<file path="config.mk">
export PLATFORM = sky130hd
export DESIGN_NAME = urv_writeback
export DESIGN_NICKNAME = d
export VERILOG_FILES = /design/src/rtl/urv_writeback.sv
export SDC_FILE = /design/constraint.sdc
export NUM_CORES = 1
export LEC_CHECK = 0
export CAP_MARGIN = 20
export CELL_PAD_IN_SITES_DETAIL_PLACEMENT = 1
export CELL_PAD_IN_SITES_GLOBAL_PLACEMENT = 1
export CORE_MARGIN = 2
export CORE_UTILIZATION = 25
export CTS_CLUSTER_SIZE = 8
export DETAILED_ROUTE_END_ITERATION = 8
export GPL_ROUTABILITY_DRIVEN = 0
export PLACE_DENSITY_LB_ADDON = 0.1
export SYNTH_ARGS = -nofsm -noshare
export SYNTH_HDL_FRONTEND = slang
export SYNTH_SLANG_ARGS = --single-unit
</file>
<file path="constraint.sdc">
create_clock -name clk_i -period 2.27 [get_ports clk_i]
set_input_delay 0.3405 -clock clk_i [delete_from_list [all_inputs] [get_ports clk_i]]
set_output_delay 0.3405 -clock clk_i [all_outputs]
set_load 0.01 [all_outputs]
</file>
<file path="src/rtl/urv_writeback.sv">
// rtl/urv_writeback.sv - uRV writeback stage: W-stage capture, load alignment, regfile write/bypass
// Optional retired-instruction counter enabled by defining URV_WB_INSTRET_EN.
module urv_writeback (
  input  logic        clk_i,
  input  logic        rst_i,
  input  logic        x_valid_i,
  input  logic [4:0]  x_rd_i,
  input  logic [31:0] x_rd_value_i,
  input  logic        x_rd_write_i,
  input  logic        x_load_i,
  input  logic [2:0]  x_fun_i,
  input  logic [1:0]  x_dm_addr_i,
  input  logic [31:0] dm_data_l_i,
  input  logic        dm_load_done_i,
  output logic [4:0]  w_rd_o,
  output logic [31:0] w_rd_value_o,
  output logic        w_rd_store_o,
  output logic        w_bypass_rd_write_o,
  output logic [31:0] w_bypass_rd_value_o,
  output logic        w_stall_req_o,
  output logic [63:0] w_instret_o
);

  localparam logic [1:0] ST_IDLE      = 2'd0;
  localparam logic [1:0] ST_EXEC      = 2'd1;
  localparam logic [1:0] ST_LOAD_WAIT = 2'd2;

  logic [1:0]  state;
  logic [4:0]  w_rd;
  logic [31:0] w_value;
  logic        w_write;
  logic [2:0]  w_fun;
  logic [1:0]  w_addr;

  logic        load_done;
  logic        retire;
  logic        stall;
  logic        store;
  logic [7:0]  ld_byte;
  logic [15:0] ld_half;
  logic [31:0] load_value;
  logic [31:0] value_out;

  always_comb begin
    ld_byte    = 8'h00;
    ld_half    = w_addr[1] ? dm_data_l_i[31:16] : dm_data_l_i[15:0];
    load_value = dm_data_l_i;
    case (w_addr)
      2'd0:    ld_byte = dm_data_l_i[7:0];
      2'd1:    ld_byte = dm_data_l_i[15:8];
      2'd2:    ld_byte = dm_data_l_i[23:16];
      default: ld_byte = dm_data_l_i[31:24];
    endcase
    // LW and the unused funct3 codes fall through to the raw word.
    case (w_fun)
      3'b000:  load_value = {{24{ld_byte[7]}}, ld_byte};
      3'b001:  load_value = {{16{ld_half[15]}}, ld_half};
      3'b100:  load_value = {24'h000000, ld_byte};
      3'b101:  load_value = {16'h0000, ld_half};
      default: load_value = dm_data_l_i;
    endcase
  end

  assign load_done = (state == ST_LOAD_WAIT) && dm_load_done_i;
  assign retire    = !rst_i && ((state == ST_EXEC) || load_done);
  assign stall     = !rst_i && (state == ST_LOAD_WAIT) && !dm_load_done_i;
  assign store     = retire && w_write && (w_rd != 5'd0);
  assign value_out = load_done ? load_value : w_value;

  assign w_rd_o              = w_rd;
  assign w_rd_value_o        = value_out;
  assign w_rd_store_o        = store;
  assign w_bypass_rd_write_o = store;
  assign w_bypass_rd_value_o = value_out;
  assign w_stall_req_o       = stall;

  always_ff @(posedge clk_i) begin
    if (rst_i) begin
      state   <= ST_IDLE;
      w_rd    <= 5'd0;
      w_value <= 32'd0;
      w_write <= 1'b0;
      w_fun   <= 3'd0;
      w_addr  <= 2'd0;
    end else if (!stall) begin
      w_rd    <= x_rd_i;
      w_value <= x_rd_value_i;
      w_write <= x_rd_write_i;
      w_fun   <= x_fun_i;
      w_addr  <= x_dm_addr_i;
      if (!x_valid_i)
        state <= ST_IDLE;
      else if (x_load_i)
        state <= ST_LOAD_WAIT;
      else
        state <= ST_EXEC;
    end
  end

`ifdef URV_WB_INSTRET_EN
  logic [63:0] instret;

  always_ff @(posedge clk_i) begin
    if (rst_i)
      instret <= 64'd0;
    else if (retire)
      instret <= instret + 64'd1;
  end

  assign w_instret_o = instret;
`else
  assign w_instret_o = 64'd0;
`endif

endmodule

</file>
== Yosys cells after proc, flatten, opt, wreduce, memory -nomap -nowiden ==
Index checks and enable logic that the tools add are counted.
Cells by class
  equality and inequality tests: 7
  multiplexer cells: 6
  reduce and logical (&&, ||, !) cells: 12
Operator list (count)
  $pmux 32 s4: 1
  $mux 32: 1
  $pmux 8 s3: 1
  $mux 16: 1
  $eq 3x3->1 const B: 2
  $logic_and 1x1->1: 6
  $reduce_bool 5->1: 1
  $eq 2x1->1 const B: 2
  $eq 2x2->1 const B: 2
  $mux 2: 2
  $eq 3x1->1 const B: 1
  $logic_not 3->1: 1
  $logic_not 1->1: 2
  $logic_not 2->1: 1
  $logic_or 1x1->1: 1
Storage, ports and cells
  register bits: 45
  output and inout port bits: 136
  logic and storage cells: 31

== Logic depth before layout (Yosys ltp) ==
  depth after elaboration: 6
  mapped depth: 8

== Least setup slack after synthesis ==
No wires, ideal clock.
  kind: register to output
  start: register w_addr[0]
  end: output w_rd_value_o[10]
  arrival time: 1.602 ns
  required time: 1.929 ns
  slack: 0.327 ns
  cell stages (with the launch flop): 6
  path through: dfxtp_1 -> mux2i_1 -> o22ai_4 -> a211oi_4 -> a22oi_1 -> buf_4
Between the ends
  word-level cells in the longest chain between the ends: 4
  elaborated cells on any way between the ends: 6
RTL lines
  start, declared: line 33  | logic [1:0] w_addr;
  start signal, assigned: line 90  | w_addr <= x_dm_addr_i;
  $eq 2x2->1, or another cell as far along: line 48  | case (w_addr)
  $pmux 8 s3 *: line 48
  $pmux 32 s4 *: line 55  | case (w_fun)
  $mux 32 *: line 68  | assign value_out = load_done ? load_value : w_value;
  end, declared: line 16  | output logic [31:0] w_rd_value_o,
Mark *: on every way between the ends. The rest lies on a longest branch, timed or not.

== Worst setup path in the final report ==
  start: register w_addr[0]
  end: output w_bypass_rd_value_o[13]
Between the ends
  word-level cells in the longest chain between the ends: 4
  elaborated cells on any way between the ends: 6
RTL lines
  $eq 2x2->1, or another cell as far along: line 48
  $pmux 8 s3 *: line 48
  $pmux 32 s4 *: line 55
  $mux 32 *: line 68
  end, declared: line 19  | output logic [31:0] w_bypass_rd_value_o,
Marked as above.

==> results.md <==
- WL final: 12.9 mm
- Post-synth top area share: 0.250
- Pins Over Slew Limit: 0
- Final Hold Fails: 0
- Pwr dens: 467 nW/um2
- # port buffers: 151
- Register area: 907 um2
- Vias in the first global route: 3,505
- Setup TNS: -37.9 ps
- Hold-fix buffers, CTS: 0
- Fill cells: 1,781
- Clock latency on the worst-skew pair: 280 ps
- CTS tree: done
- DRC viols: 0
- Largest net degree at the start of global routing: 67
- Drt pass-1 iters: 4
- Primary FF master, synth: dfxtp_1
- Max Clock Freq: ~440 MHz
- Failing checks: negative setup slack
- Max cap viols: 0
- Fin crit period: 2290 ps
- Most frequent cells after synthesis: nand2_1 (148), buf_4 (99), o21ai_0 (69), dfxtp_1 (45), clkbuf_1 (20)
- Reg clk slew, reported paths: 60 ps
- Util after Layout: 0.370
- GR peak layer: met2
- Area of the core: 14,000 um2
- CTS Buf Count: 5
- WS Path Type: flop to output pin
- Total power: 2.42 mW
- Post-synthesis sequential area ratio: 0.250
- Diode count: 0
- # IOs: between 200 and 250
- Met3 layer usage reported by global route: 0.0279
- Register bit total from synthesis: 45
- Cells after synthesis: 517
- Clock H-tree levels: 2
- Clk sink count: 45
- Period utilization: 1.01
- M2 GR Usage: 0.266
- Die Y: 124 um
- Yosys warns: 0
- Pleak: 2.28 nW
- Antenna Nets Post-Route: 0
- Initial Utilization: 0.258
- Fin Hold WS: 450 ps
- Placed cell area: 5030 um2
- Hold WC Path Type: flop to flop
- Rows: 43
- Final Skew: 2.83 ps
- Global route total overflow: 0
- Worst Path Max Fanout: 4
- Final HPWL DP: 10.4 mm
- Drt initial violations: 158
- Max VDD drop: 0.247 mV
- Most common cell in the netlist: nand2_1
- WL per Instance: 15.5 um
- Chip Width: 124 um
- Worst setup EP type: output pin
- Post-synthesis async set-or-reset flop share: 0
- Design area: 5180 um2
- Routed via count: 3,611
- GRT Resource Usage Total: 0.158
- Vias/cell: 4.36
- Synth unique cells: 40
- Nets: about 730
- Layout cells sized above 1: 0.231
- Clock Tree Buf Depth: 2
- EDFF count, synth: 0
- Multi-input logic area: 2190 um2
- Antenna violations before repair: 0
- Post-synthesis instance area: 3600 um2
- WP data arrival: 1950 ps
- Final setup fails: 2
- CTS root buf: clkbuf_16
- CP Launch Type: flop
- Overall die area: 15,400 um2
- Run status: finished, violations left
- Area contributors post-synth: dfxtp_1 (25%), buf_4 (21%), nand2_1 (15%)
- Area growth from synthesis to layout: 43.6%
- Grt met1 use: 0.211
- Crit path required time: 1930 ps
- First-pass GRT wire length: 18.5 mm
- Final WS setup: -20.2 ps
- Syn avg cell area: 6.97 um2
- Cell taking the most area after synthesis: dfxtp_1
- RSZ-0062 raised after global routing: yes
sequential cells by signal (all words and copies together) (netlist names):
name / count
state: 2
w_addr: 2
w_fun: 3
w_rd_o: 5
w_value: 32
w_write: 1
final timing paths:
kind | start | to | slack [ps] | cells after the start
setup reg to reg | state[0]$_SDFFE_PP0N_ | w_value[4]$_SDFFE_PP0N_ | 600 | 5
hold reg to reg | w_value[31]$_SDFFE_PP0N_ | w_value[31]$_SDFFE_PP0N_ | 450 | 2
setup / recovery | w_addr[0]$_SDFFE_PP0N_ | w_bypass_rd_value_o[13] | -20 | 6
hold / removal | w_value[31]$_SDFFE_PP0N_ | w_value[31]$_SDFFE_PP0N_ | 450 | 2
through the flow:
| stage | setup slack, ps | instances |
|---|---|---|
| after floorplan | 327 | 580 |
| after global placement | -482 | 817 |
| after detailed placement | -491 | 817 |
| after CTS | -95.1 | 829 |
| after global routing | -96.3 | 829 |
| final | -20.2 | 829 |
repair_timing:
action / CTS / global route
buffers inserted: 5 / 1
pin swaps: 5 / 15
setup endpoints to repair: 66 / 52
gates resized for setup: 169 / 67
cloned: 0 / 1
where the power goes:
part	switching, mW	leakage (nW)	internal [mW]
registers	0.0371	0.376	0.840
clock network	0.287	0.0700	0.432
logic	0.430	1.83	0.393
total	0.754	2.28	1.66
layer usage:
metal / wire length, um / up-vias
met2: 6090 / 135
met5: 0 / -
met3: 981 / 4
li1: - / 1824
met4: 82 / 0
met1: 5720 / 1648
cells by family after synthesis:
group	after synthesis	synth area share
other cells	1	0.00104
buf+inv	136	0.257
flops	45	0.250
mux	18	0.0541
simple gates	212	0.263
compound gates	105	0.174
worst max-delay path, stage by stage, from the launching register on:
cell           delay, ps
dfxtp_4              400
mux2i_4              280
o22ai_4              110
a211oi_4             320
a22oi_2              130
buf_4                150
dlygate4sd2_1        280
cell type report:
type / count / share of cell area
flip-flops and latches: 45 / 0.175
multi-input cells: 399 / 0.422
inverters: 4 / 0.00290
repair buffers: 194 / 0.329
well taps: 180 / 0.0435
clock buffers: 7 / 0.0275
layout by cell type, fill, tap and decap left out, types with 2 or more instances in the layout:
cell and count:
nor2_2 4, a22oi_1 4, conb_1 64, dfxtp_2 2, nand2_2 2, buf_12 7
clkbuf_2 22, nor2_1 14, mux2_2 8, o22a_1 7, o21ai_0 69, dlygate4sd2_1 22
a22oi_2 4, nor3_4 4, clkbuf_16 6, o31ai_2 2, mux2i_1 5, mux2i_4 4
buf_4 30, clkdlybuf4s50_1 80, buf_2 25, o31ai_1 5, nand2_1 146, nand3_1 16
a21oi_1 8, buf_6 4, nor2b_1 2, nor3_2 12, inv_1 3, dfxtp_1 42
Power figures use the tool's default switching activity.
